<file path="config.mk">
export PLATFORM = sky130hd
export DESIGN_NAME = four_vote_ballot_collector_flat
export DESIGN_NICKNAME = d
export VERILOG_FILES = /design/src/rtl/four_vote_ballot_collector_if.sv /design/src/rtl/four_vote_ballot_collector.sv /design/src/flat_wrapper.sv
export SDC_FILE = /design/constraint.sdc
export NUM_CORES = 1
export LEC_CHECK = 0
export ABC_AREA = 1
export CORE_MARGIN = 3
export CORE_UTILIZATION = 40
export DETAILED_ROUTE_END_ITERATION = 6
export PLACE_DENSITY = 0.61
export SYNTH_ARGS = -nofsm -noshare
export SYNTH_HDL_FRONTEND = slang
export SYNTH_SLANG_ARGS = --single-unit
</file>
<file path="constraint.sdc">
create_clock -name clk -period 1.5 [get_ports clk]
set_input_delay 0.3 -clock clk [delete_from_list [all_inputs] [get_ports clk]]
set_output_delay 0.3 -clock clk [all_outputs]
set_load 0.02 [all_outputs]
</file>
<file path="src/rtl/four_vote_ballot_collector_if.sv">
// Ballot collector bus: session control and vote pulses toward the
// collector, frozen ballot and status flags back toward the tally side.
interface four_vote_ballot_collector_if;
    logic       open_i;
    logic       close_i;
    logic [3:0] vote_yes;
    logic [3:0] vote_no;
    logic [3:0] ballot;
    logic [3:0] voted;
    logic       ballot_valid;
    logic       busy;
    logic       timed_out;

    // Push-button / session controller side
    modport master (
        output open_i, close_i, vote_yes, vote_no,
        input  ballot, voted, ballot_valid, busy, timed_out
    );

    // Collector side
    modport slave (
        input  open_i, close_i, vote_yes, vote_no,
        output ballot, voted, ballot_valid, busy, timed_out
    );
endinterface

</file>
<file path="src/rtl/four_vote_ballot_collector.sv">
// Four-voter ballot collector: opens a session, records at most one
// yes/no vote per voter, closes on full ballot, early close or timeout,
// and then holds a frozen ballot for the combinational tally.
module four_vote_ballot_collector #(
    parameter int TIMEOUT_CYCLES = 1000
) (
    input logic                          clk,
    input logic                          rst,
    four_vote_ballot_collector_if.slave  bus
);
    localparam int TW = $clog2(TIMEOUT_CYCLES);
    localparam logic [TW-1:0] TIMER_LAST = TW'(TIMEOUT_CYCLES - 1);

    typedef enum logic [1:0] {
        IDLE   = 2'd0,
        OPEN   = 2'd1,
        CLOSED = 2'd2
    } state_t;

    state_t        state_reg, state_next;
    logic [3:0]    ballot_reg, ballot_next;
    logic [3:0]    voted_reg, voted_next;
    logic          timed_out_reg, timed_out_next;
    logic          busy_reg, busy_next;
    logic          valid_reg, valid_next;
    logic [TW-1:0] timer_reg, timer_next;
    logic [3:0]    accept;

    // A vote counts only when exactly one of yes/no is pulsed and the
    // voter has not voted yet; a simultaneous yes+no leaves the voter free.
    genvar gi;
    generate
        for (gi = 0; gi < 4; gi++) begin : g_voter
            assign accept[gi] = (bus.vote_yes[gi] ^ bus.vote_no[gi]) & ~voted_reg[gi];
        end
    endgenerate

    // State and output registers; reset discards any partial ballot at once.
    always_ff @(posedge clk or posedge rst) begin
        if (rst) begin
            state_reg     <= IDLE;
            ballot_reg    <= 4'h0;
            voted_reg     <= 4'h0;
            timed_out_reg <= 1'b0;
            busy_reg      <= 1'b0;
            valid_reg     <= 1'b0;
            timer_reg     <= '0;
        end else begin
            state_reg     <= state_next;
            ballot_reg    <= ballot_next;
            voted_reg     <= voted_next;
            timed_out_reg <= timed_out_next;
            busy_reg      <= busy_next;
            valid_reg     <= valid_next;
            timer_reg     <= timer_next;
        end
    end

    // Next-state and next-output logic; everything holds unless changed.
    always_comb begin
        state_next     = state_reg;
        ballot_next    = ballot_reg;
        voted_next     = voted_reg;
        timed_out_next = timed_out_reg;
        timer_next     = timer_reg;

        case (state_reg)
            IDLE: begin
                if (bus.open_i) begin
                    state_next     = OPEN;
                    ballot_next    = 4'h0;
                    voted_next     = 4'h0;
                    timed_out_next = 1'b0;
                    timer_next     = '0;
                end
            end
            OPEN: begin
                // Votes of this cycle are applied before any exit decision,
                // so a vote landing in the closing cycle is always kept.
                ballot_next = (ballot_reg & ~accept) | (bus.vote_yes & accept);
                voted_next  = voted_reg | accept;
                if (voted_next == 4'hF) begin
                    state_next     = CLOSED;
                    timed_out_next = 1'b0;
                end else if (bus.close_i) begin
                    state_next     = CLOSED;
                    timed_out_next = 1'b0;
                end else if (timer_reg == TIMER_LAST) begin
                    state_next     = CLOSED;
                    timed_out_next = 1'b1;
                end else begin
                    timer_next = timer_reg + TW'(1);
                end
            end
            CLOSED: begin
                if (bus.open_i) begin
                    state_next     = OPEN;
                    ballot_next    = 4'h0;
                    voted_next     = 4'h0;
                    timed_out_next = 1'b0;
                    timer_next     = '0;
                end
            end
            default: begin
                state_next     = IDLE;
                ballot_next    = 4'h0;
                voted_next     = 4'h0;
                timed_out_next = 1'b0;
                timer_next     = '0;
            end
        endcase

        busy_next  = (state_next == OPEN);
        valid_next = (state_next == CLOSED);
    end

    assign bus.ballot       = ballot_reg;
    assign bus.voted        = voted_reg;
    assign bus.ballot_valid = valid_reg;
    assign bus.busy         = busy_reg;
    assign bus.timed_out    = timed_out_reg;
endmodule

</file>
<file path="src/flat_wrapper.sv">
// flat-port wrapper written by rule: the top's interface ports become plain ports
module four_vote_ballot_collector_flat 
#(
    parameter int TIMEOUT_CYCLES = 1000
)
  (clk, rst, bus_open_i, bus_close_i, bus_vote_yes, bus_vote_no, bus_ballot, bus_voted, bus_ballot_valid, bus_busy, bus_timed_out);
  four_vote_ballot_collector_if bus_i ();
  input logic clk;
  input logic rst;
  input wire logic [$bits(bus_i.open_i)-1:0] bus_open_i;
  input wire logic [$bits(bus_i.close_i)-1:0] bus_close_i;
  input wire logic [$bits(bus_i.vote_yes)-1:0] bus_vote_yes;
  input wire logic [$bits(bus_i.vote_no)-1:0] bus_vote_no;
  output wire logic [$bits(bus_i.ballot)-1:0] bus_ballot;
  output wire logic [$bits(bus_i.voted)-1:0] bus_voted;
  output wire logic [$bits(bus_i.ballot_valid)-1:0] bus_ballot_valid;
  output wire logic [$bits(bus_i.busy)-1:0] bus_busy;
  output wire logic [$bits(bus_i.timed_out)-1:0] bus_timed_out;
  assign bus_i.open_i = bus_open_i;
  assign bus_i.close_i = bus_close_i;
  assign bus_i.vote_yes = bus_vote_yes;
  assign bus_i.vote_no = bus_vote_no;
  assign bus_ballot = bus_i.ballot;
  assign bus_voted = bus_i.voted;
  assign bus_ballot_valid = bus_i.ballot_valid;
  assign bus_busy = bus_i.busy;
  assign bus_timed_out = bus_i.timed_out;
  four_vote_ballot_collector #(.TIMEOUT_CYCLES(TIMEOUT_CYCLES)) u_core (.clk(clk), .rst(rst), .bus(bus_i));
endmodule
</file>
Word level (Yosys, flattened, before mapping)
Index checks and enable logic that the tools add are counted.

Logic and storage cells: 58. Register bits after elaboration: 23. Input port bits: 12. Output and inout port bits: 11.

Reduce and logical (&&, ||, !) cells: 4. Muxes and demuxes: 18. Bitwise logic cells: 17. Add/subtract/negate cells: 1. Equal/unequal tests: 11.

Operators by type and width (count): 2-to-1 mux 10 bit (4); one-hot mux 10 bit (2 select lines) (1); one-hot mux 4 bit (2 select lines) (2); adder 10 x 1 -> 10 bit, second input constant (1); == test 10 bit, second input constant (1); AND 4 bit (2); 2-to-1 mux 2 bit (4); bitwise OR 4 bit (2); != test 2 bit, second input constant (3); AND 1 bit (4); == test 2 x 1 -> 1 bit, second input constant (2); == test 2 bit, second input constant (2); == test 4 bit, second input constant (1); 2-to-1 mux 1 bit (4); 2-to-1 mux 4 bit (1); != test 4 x 2 -> 1 bit, second input constant (1); NOT 1 bit (4); NOT 4 bit (1); one-hot mux 2 bit (2 select lines) (1); AND reduction 4 bit (1); bitwise XOR 1 bit (4); logical NOT 2 bit (1); != test 2 x 1 -> 1 bit, second input constant (1); one-hot mux 1 bit (2 select lines) (1); other kinds (2) (2).

Logic depth before layout (Yosys ltp)
Gate-level depths: netlist of run 1.

Word-level depth: 7. Mapped depth: 9. Depth with buffers taken out: 9.

Worst setup path before layout of run 1
No wires, ideal clock.

Path kind: flip-flop to flip-flop. From: register u_core.timer_reg[0]. To: register u_core.timer_reg[7]. Stages on the path, launching flop included: 8. Setup slack: 175 ps. Clock period less this slack: 1325 ps. Arrival time: 1261 ps. Data required time: 1435 ps. Path buffers: 0. Library setup time: 65 ps. Cell sequence: dfrtp_1 ha_1 nand3_1 nor3_4 nand2_4 nand3_4 nand2_1 nand2_1.

Word-level cells in the longest chain between the ends: 5. Elaborated cells between the ends (all ways): 8. Those cells by class: add/sub (1); eq/ne (2); mux (4); reduce/logical (1).

Ends and longest elaborated chain: from (decl) (RTL line four_vote_ballot_collector.sv:26) `logic [TW-1:0] timer_reg, timer_next;`; from (signal assigned) (RTL line four_vote_ballot_collector.sv:55) `timer_reg <= timer_next;`; adder 10 x 1 -> 10 bit (RTL line four_vote_ballot_collector.sv:92) `timer_next = timer_reg + TW'(1);`; 2-to-1 mux 10 bit (RTL line four_vote_ballot_collector.sv:88) `end else if (timer_reg == TIMER_LAST) begin`; 2-to-1 mux 10 bit (RTL line four_vote_ballot_collector.sv:85) `end else if (bus.close_i) begin`; 2-to-1 mux 10 bit (RTL line four_vote_ballot_collector.sv:82) `if (voted_next == 4'hF) begin`; one-hot mux 10 bit (2 select lines) (RTL line four_vote_ballot_collector.sv:67) `case (state_reg)`.

Parallel ways exist; a longest one is shown, timed or not. The select of a mux whose other input is x is not followed. A chain may end at the register's enable or synchronous reset.

Worst setup path in the final report of run 1
From: input bus_vote_no[0]. To: register u_core.timer_reg[1].

Word-level cells in the longest chain between the ends: 6.

Ends and longest elaborated chain: from (decl) (RTL line flat_wrapper.sv:13) `input wire logic [$bits(bus_i.vote_no)-1:0] bus_vote_no;`; bitwise XOR 1 bit (RTL line four_vote_ballot_collector.sv:34) `assign accept[gi] = (bus.vote_yes[gi] ^ bus.vote_no[gi]) & ~voted_reg[gi];`; AND 1 bit (RTL line four_vote_ballot_collector.sv:34); bitwise OR 4 bit (RTL line four_vote_ballot_collector.sv:81) `voted_next = voted_reg | accept;`; == test 4 bit (RTL line four_vote_ballot_collector.sv:82); != test 2 bit (no source line); AND reduction 4 bit (no source line).

No other way between the ends.

==> results of run 1 <==
-- critical path, stage by stage --
cell	delay [ns]
clkdlybuf4s50_1	0.49
inv_1	0.05
nand2_1	0.07
nand3_1	0.10
nand2_1	0.10
nor2_2	0.06
nand2_2	0.17
nand3_2	0.16
nand2_1	0.09
nand2_1	0.05
-- layer usage --
| layer | vias up | track usage | routed length, um |
|---|---|---|---|
| met4 | 0 | 0.0544 | 40 |
| met1 | 656 | 0.239 | 1650 |
| met5 | - | 0 | 0 |
| met3 | 4 | 0.0205 | 146 |
| met2 | 36 | 0.317 | 1780 |
| li1 | 734 | - | - |
-- timing repair --
action | 4_1_cts | 5_1_grt
setup endpoints to repair | 11 | 10
buffers inserted | 0 | 3
gates cloned | 0 | 1
pin swaps | 0 | 4
gates resized for setup | 11 | 5
-- how the worst max path moves through the flow --
stage / depth (start not counted) / startpoint / to / slack, ns
final: 10 / bus_vote_no[0] / u_core.timer_reg[1] / 0.07
after global routing: 10 / bus_vote_no[0] / u_core.timer_reg[4] / 0.005
after CTS: 7 / u_core.timer_reg[0] / u_core.timer_reg[7] / 0.05
after detailed placement: 10 / bus_vote_no[0] / u_core.timer_reg[1] / -0.25
after global placement: 10 / bus_vote_no[0] / u_core.timer_reg[7] / -0.20
after floorplan: 7 / u_core.timer_reg[0] / u_core.timer_reg[7] / 0.17
-- power breakdown --
part           total (uW)  switching, uW  internal, uW  leakage (uW)
Combinational         874            533           341      0.000701
Sequential            833           93.6           740      0.000307
Clock                 294            190           104     0.0000150
-- cells by family (layout without fill, tap and decap cells) --
family	count (synthesis)	count (layout)	synth area share
AND/OR/NAND/NOR	124	125	0.392
adder cells (fa/ha/maj)	1	1	0.00889
buffers and inverters	35	74	0.0978
flip-flops	23	23	0.409
AO/OA/AOI/OAI	24	24	0.0924
-- placed cells by master, fill, tap and decap left out, types with 2 or more instances in the layout --
master            n
nand2_1          72
inv_1            29
dfrtp_1          22
nor2_1           21
buf_4            16
o21ai_0          13
nand3_1          11
clkdlybuf4s50_1  11
dlygate4sd2_1    11
nand4_1           9
a21oi_1           7
nor2_2            4
inv_2             3
clkbuf_4          3
o21bai_1          2
nand2_2           2
-- per-stage QoR --
stage / instance area, um2 / power, uW / cells / TNS (ns)
finish: 1820 / 2000 / 291 / 0
global route: 1820 / 2180 / 291 / 0
CTS: 1780 / 2010 / 287 / 0
detailed placement: 1760 / 1760 / 283 / -3.24
global placement: 1760 / 1750 / 283 / -2.49
floorplan: 1410 / 1350 / 207 / 0
-- cell type report --
type                    count  area, um2
repair buffers             38        327
flip-flops and latches     23        577
well taps                  44       55.1
inverters                  32        120
clock buffers               4       26.3
fillers                   348       1380
multi-input cells         150        714
==> reports/summary.txt, run 1 <==
outcome: finished, final reports clean
Total GRT Usage: 0.183
total of max-cap violations: 0
worst-case reg-to-reg path depth: 7
Slew Limit Fails: 0
relative slew slack: 0.791
sequential fraction of the synthesis area: 0.409
Required @ worst endpoint: 1.72 ns
Syn Nets: 220
DRT iter0 DRCs: 79
die height: 65.3 um
max reg flops: 10
Async S/R FF share, synth: 1.00
HPWL Detailed: 2700 um
most area-hungry cell type in the Yosys netlist: dfrtp_1
first-pass GRT wire length: 6120 um
Area growth syn-to-layout: 29.2%
Synth top area share: 0.409
Hold Crit Class: primary input to async pin
DR vias: 1430
Setup Crit Path Kind: primary input to register
Nets: 261
# setup viols final: 0
drt total wl: 3610 um
largest net degree at the start of global routing: 24
synth top area cells: dfrtp_1 (41%), nand2_1 (19%), inv_1 (7.7%)
reg2reg start: u_core.timer_reg[4]
dpl ws: -0.251 ns
R2R Setup Slk: 0.09 ns
die area: 4270 um2
Setup crit start kind: primary input
CP Max Fanout: 10
Clock Path Buffers: 2
Tmin final: 1.43 ns
Pwr per Cell Area: 1100 nW/um2
Synth warnings: 0
RSZ-0062 raised after global routing: no
count leader, synth: nand2_1
CTS tree: yes
Post-synth EDFFs: 0
DRC: 0
diode count: 0
mapped cell area: 1410 um2
Worst Clk Skew: 0.00487 ns
number of global-route vias before repair: 1348
initial core utilization: 0.439
Clk pin slew, worst setup/hold paths: 0.13 ns
Final Hold Fails: 0
Site Rows: 20
post-route setup slack: 0.0693 ns
Die Wd: 65.3 um
CP arrival: 1.65 ns
initial antenna violation count: 0
routed len/inst: 12.4 um
fraction of layout cells with a size suffix above 1: 0.142
worst skew pair latency: 0.31 ns
number of I/O pins: 23
ANT nets after route: 0
PortBufs: 22
Root Buffer: clkbuf_4
Post-synth top flop: dfrtp_1
endpoint type of the worst setup path: register
Layout Utilization: 0.568
core area: 3200 um2
leakage power: 0.00102 uW
GR Overflow Total: 0
Max IR drop VDD: 0.621 mV
Hold Slack: 0.324 ns
synthesized area per cell: 6.80 um2
Worst-Margin Slew: 0.313 ns
# hold bufs at CTS: 0
TritonCTS Sinks: 23
period utilization: 0.954
Synth Instances: 207
H-tree lvl count: 1
Vias/cell: 4.91
Synth Register Bits: 23
reg-to-reg endpoint: u_core.timer_reg[9]
GP Congestion: 0.826
fmax: 0.699 GHz
Unique masters post-synth: 22
total CTS buffers: 3
drt first pass iters: 4
top cells by count, synth: nand2_1 (73), inv_1 (29), dfrtp_1 (23), nor2_1 (23), o21ai_0 (13)
Power figures use the tool's default switching activity.
==> inputs of run 2 (changes only) <==
Settings changed: CTS_CLUSTER_DIAMETER set to 200.
==> results of run 2 <==
Same layout as run 1: the final DEF is identical, and so are final timing and power.
==> inputs of run 3 (changes only) <==
Settings changed: CTS_BUF_LIST set to sky130_fd_sc_hd__clkbuf_4.
==> run 3 against run 2 <==
Against the previous run:
- largest power group unchanged
- combinational power barely moved
- setup slack worse by 0.019 ns
- critical path type is now register to register
- clock skew up 0.0010 ns
- routed wire length rose by 0.17%
==> reports/summary.txt, run 3 (synthesis results as in run 1) <==
outcome: finished, final reports clean
max reg flops: 10 (unchanged)
Setup Crit Path Kind: register to register
initial core utilization: 0.439 (unchanged)
total power draw: 2020 uW (+0.83%)
peak per-stage delay on the critical path: 0.50 ns (about the same)
GR Overflow Total: 0 (unchanged)
initial antenna violation count: 0 (unchanged)
TritonCTS Sinks: 23 (unchanged)
first-pass GRT wire length: 6120 um (unchanged)
CP max stage cell: dfrtp_1
Clk pin slew, worst setup/hold paths: 0.13 ns (about the same)
reg-to-reg endpoint: u_core.timer_reg[9]
routed len/inst: 12.4 um (+0.17%)
diode count: 0 (unchanged)
worst-case reg-to-reg path depth: 6 (-1)
drt first pass iters: 4 (unchanged)
commonest non-fill, non-tap cells in the layout: nand2_1 (72), inv_1 (29), dfrtp_1 (23)
CP Max Fanout: 6 (-4)
Total GRT Usage: 0.183 (unchanged)
reg2reg start: u_core.timer_reg[7]
# setup viols final: 0 (unchanged)
core area: 3200 um2 (unchanged)
endpoint type of the worst setup path: register
Worst-Margin Slew: 0.313 ns (-0.0000182 ns)
Pwr per Cell Area: 1110 nW/um2 (+0.70%)
Setup TNS: 0 ns (unchanged)
total CTS buffers: 3 (unchanged)
largest net degree at the start of global routing: 24 (unchanged)
Slew Limit Fails: 0 (unchanged)
fmax: 0.690 GHz (-1.3%)
Clock Path Buffers: 2 (unchanged)
Hold Crit Class: primary input to async pin
die area: 4270 um2 (unchanged)
fraction of layout cells with a size suffix above 1: 0.142 (unchanged)
Die Wd: 65.3 um (unchanged)
ANT nets after route: 0 (unchanged)
R2R Setup Slk: 0.05 ns (-0.04 ns)
Tmin final: 1.45 ns (+0.0194 ns)
DRT iter0 DRCs: 73 (-7.6%)
RSZ-0062 raised after global routing: no
Layout Utilization: 0.569 (+0.000781)
DRC: 0 (unchanged)
GP Congestion: 0.826 (unchanged)
Vias/cell: 4.95 (+0.63%)
Max IR drop VDD: 0.621 mV (about the same)
Final Hold Fails: 0 (unchanged)
drt total wl: 3620 um (+0.17%)
Hold Slack: 0.324 ns (-0.0000380 ns)
die height: 65.3 um (unchanged)
CTS tree: yes
PortBufs: 22 (unchanged)
Site Rows: 20 (unchanged)
worst skew pair latency: 0.31 ns (about the same)
Setup crit start kind: register
number of global-route vias before repair: 1348 (unchanged)
most common cell after layout, fill and taps aside: nand2_1
Required @ worst endpoint: 1.72 ns (about the same)
total of max-cap violations: 0 (unchanged)
H-tree lvl count: 1 (unchanged)
period utilization: 0.967 (+0.0129)
Nets: 261 (unchanged)
CP arrival: 1.67 ns (+0.02 ns)
number of I/O pins: 23 (unchanged)
worst path cell trace: nand4_1, nor3_4, buf_4, o21bai_1, nand3_1, nand2_1
HPWL Detailed: 2700 um (unchanged)
relative slew slack: 0.791 (about the same)
DR vias: 1439 (+0.63%)
leakage power: 0.00103 uW (+0.50%)
Area growth syn-to-layout: 29.4%
Worst Clk Skew: 0.00587 ns (+0.000998 ns)
Root Buffer: clkbuf_4
-- run 3: cell count changes in the layout (fill, tap and decap cells not counted) --
cell	change
clkbuf_4	+1
dfrtp_1	+1
dfrtp_2	-1
clkbuf_1	-1
-- run 3: layout make-up --
| cell class | instances | area [um2] |
|---|---|---|
| Sequential cell | 23 | 576 |
| Timing Repair Buffer | 38 | 327 |
| Clock buffer | 4 | 30.0 |
| Multi-Input combinational cell | 150 | 714 |
| Inverter | 32 | 120 |
| Fill cell | 346 | 1380 |
| Tap cell | 44 | 55.1 |
-- run 3: worst max path at each step --
stage,slack (ns),to,from
6_report,0.05,u_core.timer_reg[9],u_core.timer_reg[7]
5_1_grt,0.003,u_core.timer_reg[9],u_core.timer_reg[7]
4_1_cts,0.05,u_core.timer_reg[7],u_core.timer_reg[0]
3_5_place_dp,-0.25,u_core.timer_reg[1],bus_vote_no[0]
3_3_place_gp,-0.20,u_core.timer_reg[7],bus_vote_no[0]
2_1_floorplan,0.17,u_core.timer_reg[7],u_core.timer_reg[0]
-- run 3: metrics by stage --
| step | cell area, um2 | setup WS (ns) | cells |
|---|---|---|---|
| floorplan | 1410 | 0.175 | 207 |
| global placement | 1760 | -0.203 | 283 |
| detailed placement | 1760 | -0.251 | 283 |
| CTS | 1780 | 0.0510 | 287 |
| global route | 1820 | 0.00317 | 291 |
| finish | 1820 | 0.0500 | 291 |
-- run 3: power breakdown --
part | internal [uW] | switching, uW | leakage [uW]
Sequential | 740 | 93.5 | 0.000309
Clock | 122 | 189 | 0.0000184
Combinational | 341 | 533 | 0.000701
-- run 3: critical path, delay by kind of cell (launching register included) --
kind                   cells  cell delay (ns)
AOI/OAI and AO/OA          1             0.09
and+or+nand+nor            4             0.62
DFF                        1             0.50
buffers and inverters      1             0.15
-- run 3: layer usage --
| layer | vias up | GRT usage | routed length [um] | share of wire |
|---|---|---|---|---|
| met5 | - | 0 | 0 | 0 |
| met4 | 0 | 0.0544 | 59 | 0.016 |
| met3 | 8 | 0.0205 | 144 | 0.040 |
| met2 | 38 | 0.317 | 1750 | 0.48 |
| met1 | 658 | 0.239 | 1660 | 0.46 |
| li1 | 735 | - | - | - |
-- run 3: timing repair --
item | 4_1_cts | 5_1_grt
pin swaps | 0 | 4
gates resized for setup | 11 | 4
hold buffers | 0 | 0
cloned | 0 | 1
setup endpoints to repair | 11 | 10
buffers inserted | 0 | 3
==> variant, RTL diff (config.mk and constraints of run 1) <==
Reset style: synchronous (`rst`), changed in one clocked block.
--- a/src/rtl/four_vote_ballot_collector.sv
+++ b/src/rtl/four_vote_ballot_collector.sv
@@ -38,3 +38,3 @@
     // State and output registers; reset discards any partial ballot at once.
-    always_ff @(posedge clk or posedge rst) begin
+    always_ff @(posedge clk) begin
         if (rst) begin
Function: differs if rst is asserted again (counterexample within 4 cycles, from zero or initial values and one cycle with rst high); with rst held inactive, the same outputs for 10 cycles.
==> variant against run 1 <==
- sequential cell count is the same
- final area rose by 3.6%
- global-route usage fell by 1.9 points
- setup slack better by 0.020 ns
- die area shrank 2.8%
- synthesized cell count is 2.4% higher
- area after synthesis fell by 3.0%
- first-iteration DRC count is 34% lower
- non-clock buffer count increased by 4
- routed wire length decreased by 5.7%
Power is not compared: it rests on default switching activity, and its combinational part moved more than twofold at a synthesized area within 25%.
==> variant: results (changes against run 1) <==
[run_status]
outcome = completed  ; unchanged

[cells_and_area]
final_layout_size_suffix_gt1_share_pct = 22.05  ; was 14.17%
largest_register_ffs = 10  ; unchanged
final_net_count = 268  ; was 261
antenna_cells_inserted = 0  ; unchanged

[global_routing]
via_count_of_the_first_global_routing_pass = 1293  ; was 1,348
grt_pass1_wl_mm = 5.430  ; was 6.120 mm
maximum_number_of_pins_on_one_net_before_global_route_repair = 16  ; was 24
grt_util_all_layers_pct = 16.43  ; was 18.33%
number_of_antenna_violations_at_the_first_check_in_global_routing = 0  ; unchanged

[yosys]
synth_sequential_area_ratio_pct = 33.73  ; was 40.89%
synth-async-reset-ratio_pct = 0  ; was 100.0%
synthDistinctLibCells = 29  ; was 22
mappedNetlistNets = 225  ; was 220
synth_area_leaders = dfxtp_1 34%, nand2_1 15%, inv_1 7.7%  ; was dfrtp_1 41%, nand2_1 19%, inv_1 7.7%
synth_ff_type = dfxtp_1  ; was dfrtp_1
synth-warning-count = 0  ; unchanged
synth.cells.most_frequent = 55 x nand2_1, 28 x inv_1, 27 x nor2_1  ; was 73 x nand2_1, 29 x inv_1, 23 x dfrtp_1, 23 x nor2_1, 13 x o21ai_0

[cts]
clk_path_buf_depth = 2  ; unchanged
numCtsBuffers = 3  ; unchanged
cts_max_level = 1  ; unchanged
clock_insertion_delay_worst_skew_ns = 0.32
clkSlewWorstSetupHoldPaths_ns = 0.12
clock-root-buffer = clkbuf_4  ; unchanged

[placed_design]
placedInstanceArea_um2 = 1749  ; was 1763 µm²
placement.io_buffers = 22  ; unchanged
detailed_place_hpwl_mm = 2.427  ; was 2.703 mm
routabilityCongestion = 0.9177  ; was 0.8263

[power]
vdd.ir_drop.worst_mv = 0.2721
static_leakage_power_uw = 0.0009337
switchingPower_uw = 381.9

[worst_setup_path]
r2r_setup_slack_ns = 0.09
worst-path-max-fanout = 8  ; was 10
timing.critical_path.arrival_ns = 1.67  ; was 1.65 ns

[timing]
relSlewSlack_pct = 76.71  ; was 79.14%
worst_case_clock_skew_ns = 0.001178  ; was 0.004868 ns

[detailed_routing]
drt_first_pass_iters = 4  ; unchanged
postRouteAntennaNets = 0  ; unchanged
totalWireLength_mm = 3.404  ; was 3.610 mm
drt-vias-per-instance = 4.758  ; was 4.914
drt-initial-drc-count = 52  ; was 79

[worst_hold_path]
worstHoldPathType = input pin to flip-flop  ; was input pin to async pin

[variant: logic make-up (layout without fill, tap and decap cells)]
group,count (synthesis),count (layout),share of synthesized area [%]
DFF,23,23,33.73
and+or+nand+nor,112,112,38.41
buffers and inverters,43,85,12.46
xor gates and xnor gates,3,3,1.925
AOI/OAI and AO/OA,30,30,12.56
adders and majority gates,1,1,0.9164
[variant: timing repair]
| action | in CTS | in global routing |
|---|---|---|
| buffers inserted | 0 | 4 |
| gates resized for setup | 11 | 29 |
| setup endpoints to repair | 12 | 14 |
| cloned | 0 | 0 |
| pin swaps | 0 | 9 |
[variant: worst paths after layout]
check,startpoint,end,cells past startpoint
worst max-delay path,u_core.timer_reg[0],u_core.timer_reg[5],8
worst min-delay path,bus_vote_yes[1],u_core.bus.voted[1],5
worst max register to register,u_core.timer_reg[0],u_core.timer_reg[5],8
worst min register to register,u_core.bus.timed_out,u_core.bus.timed_out,2
[variant: area by class of cell]
class	count	area, µm²
clock buffer	4	26.28
inverter	39	146.4
sequential	23	464.2
multi-input combinational	146	799.5
timing repair buffer	42	392.9
fill	337	1269
tap	44	55.05
[variant: power by group through the flow]
stage	Combinational [µW]	Clock, µW	Sequential (µW)
floorplan	154	0	687
global placement	282	0	673
detailed placement	287	0	674
CTS	281	312	660
global route	348	322	665
finish	311	289	660
[variant: metal layers]
layer | track usage (%) | routed length, µm | vias to the layer above
met5 | 0 | 0 | -
met4 | 7.124 | 52 | 0
met3 | 2.080 | 116 | 5
met2 | 29.25 | 1743 | 23
met1 | 19.70 | 1491 | 633
li1 | - | - | 757
[variant: worst max-delay path, cell delays in order, from the launching register on]
cell	delay (ns)
dfxtp_2	0.34
ha_1	0.22
and3_4	0.20
nand4_4	0.11
buf_12	0.13
nand4_1	0.08
nand2_1	0.07
clkinv_1	0.08
nor2_2	0.13
[variant: stage by stage]
| stage | setup slack, ns | cells | total power, µW | hold slack [ns] |
|---|---|---|---|---|
| floorplan | 0.08840 | 212 | 841.5 | 0.4692 |
| global placement | -0.3259 | 290 | 954.8 | 0.4588 |
| detailed placement | -0.3443 | 290 | 960.5 | 0.4663 |
| CTS | -0.001632 | 294 | 1253 | 0.4822 |
| global route | -0.01580 | 298 | 1335 | 0.4534 |
| finish | 0.08902 | 298 | 1261 | 0.4291 |
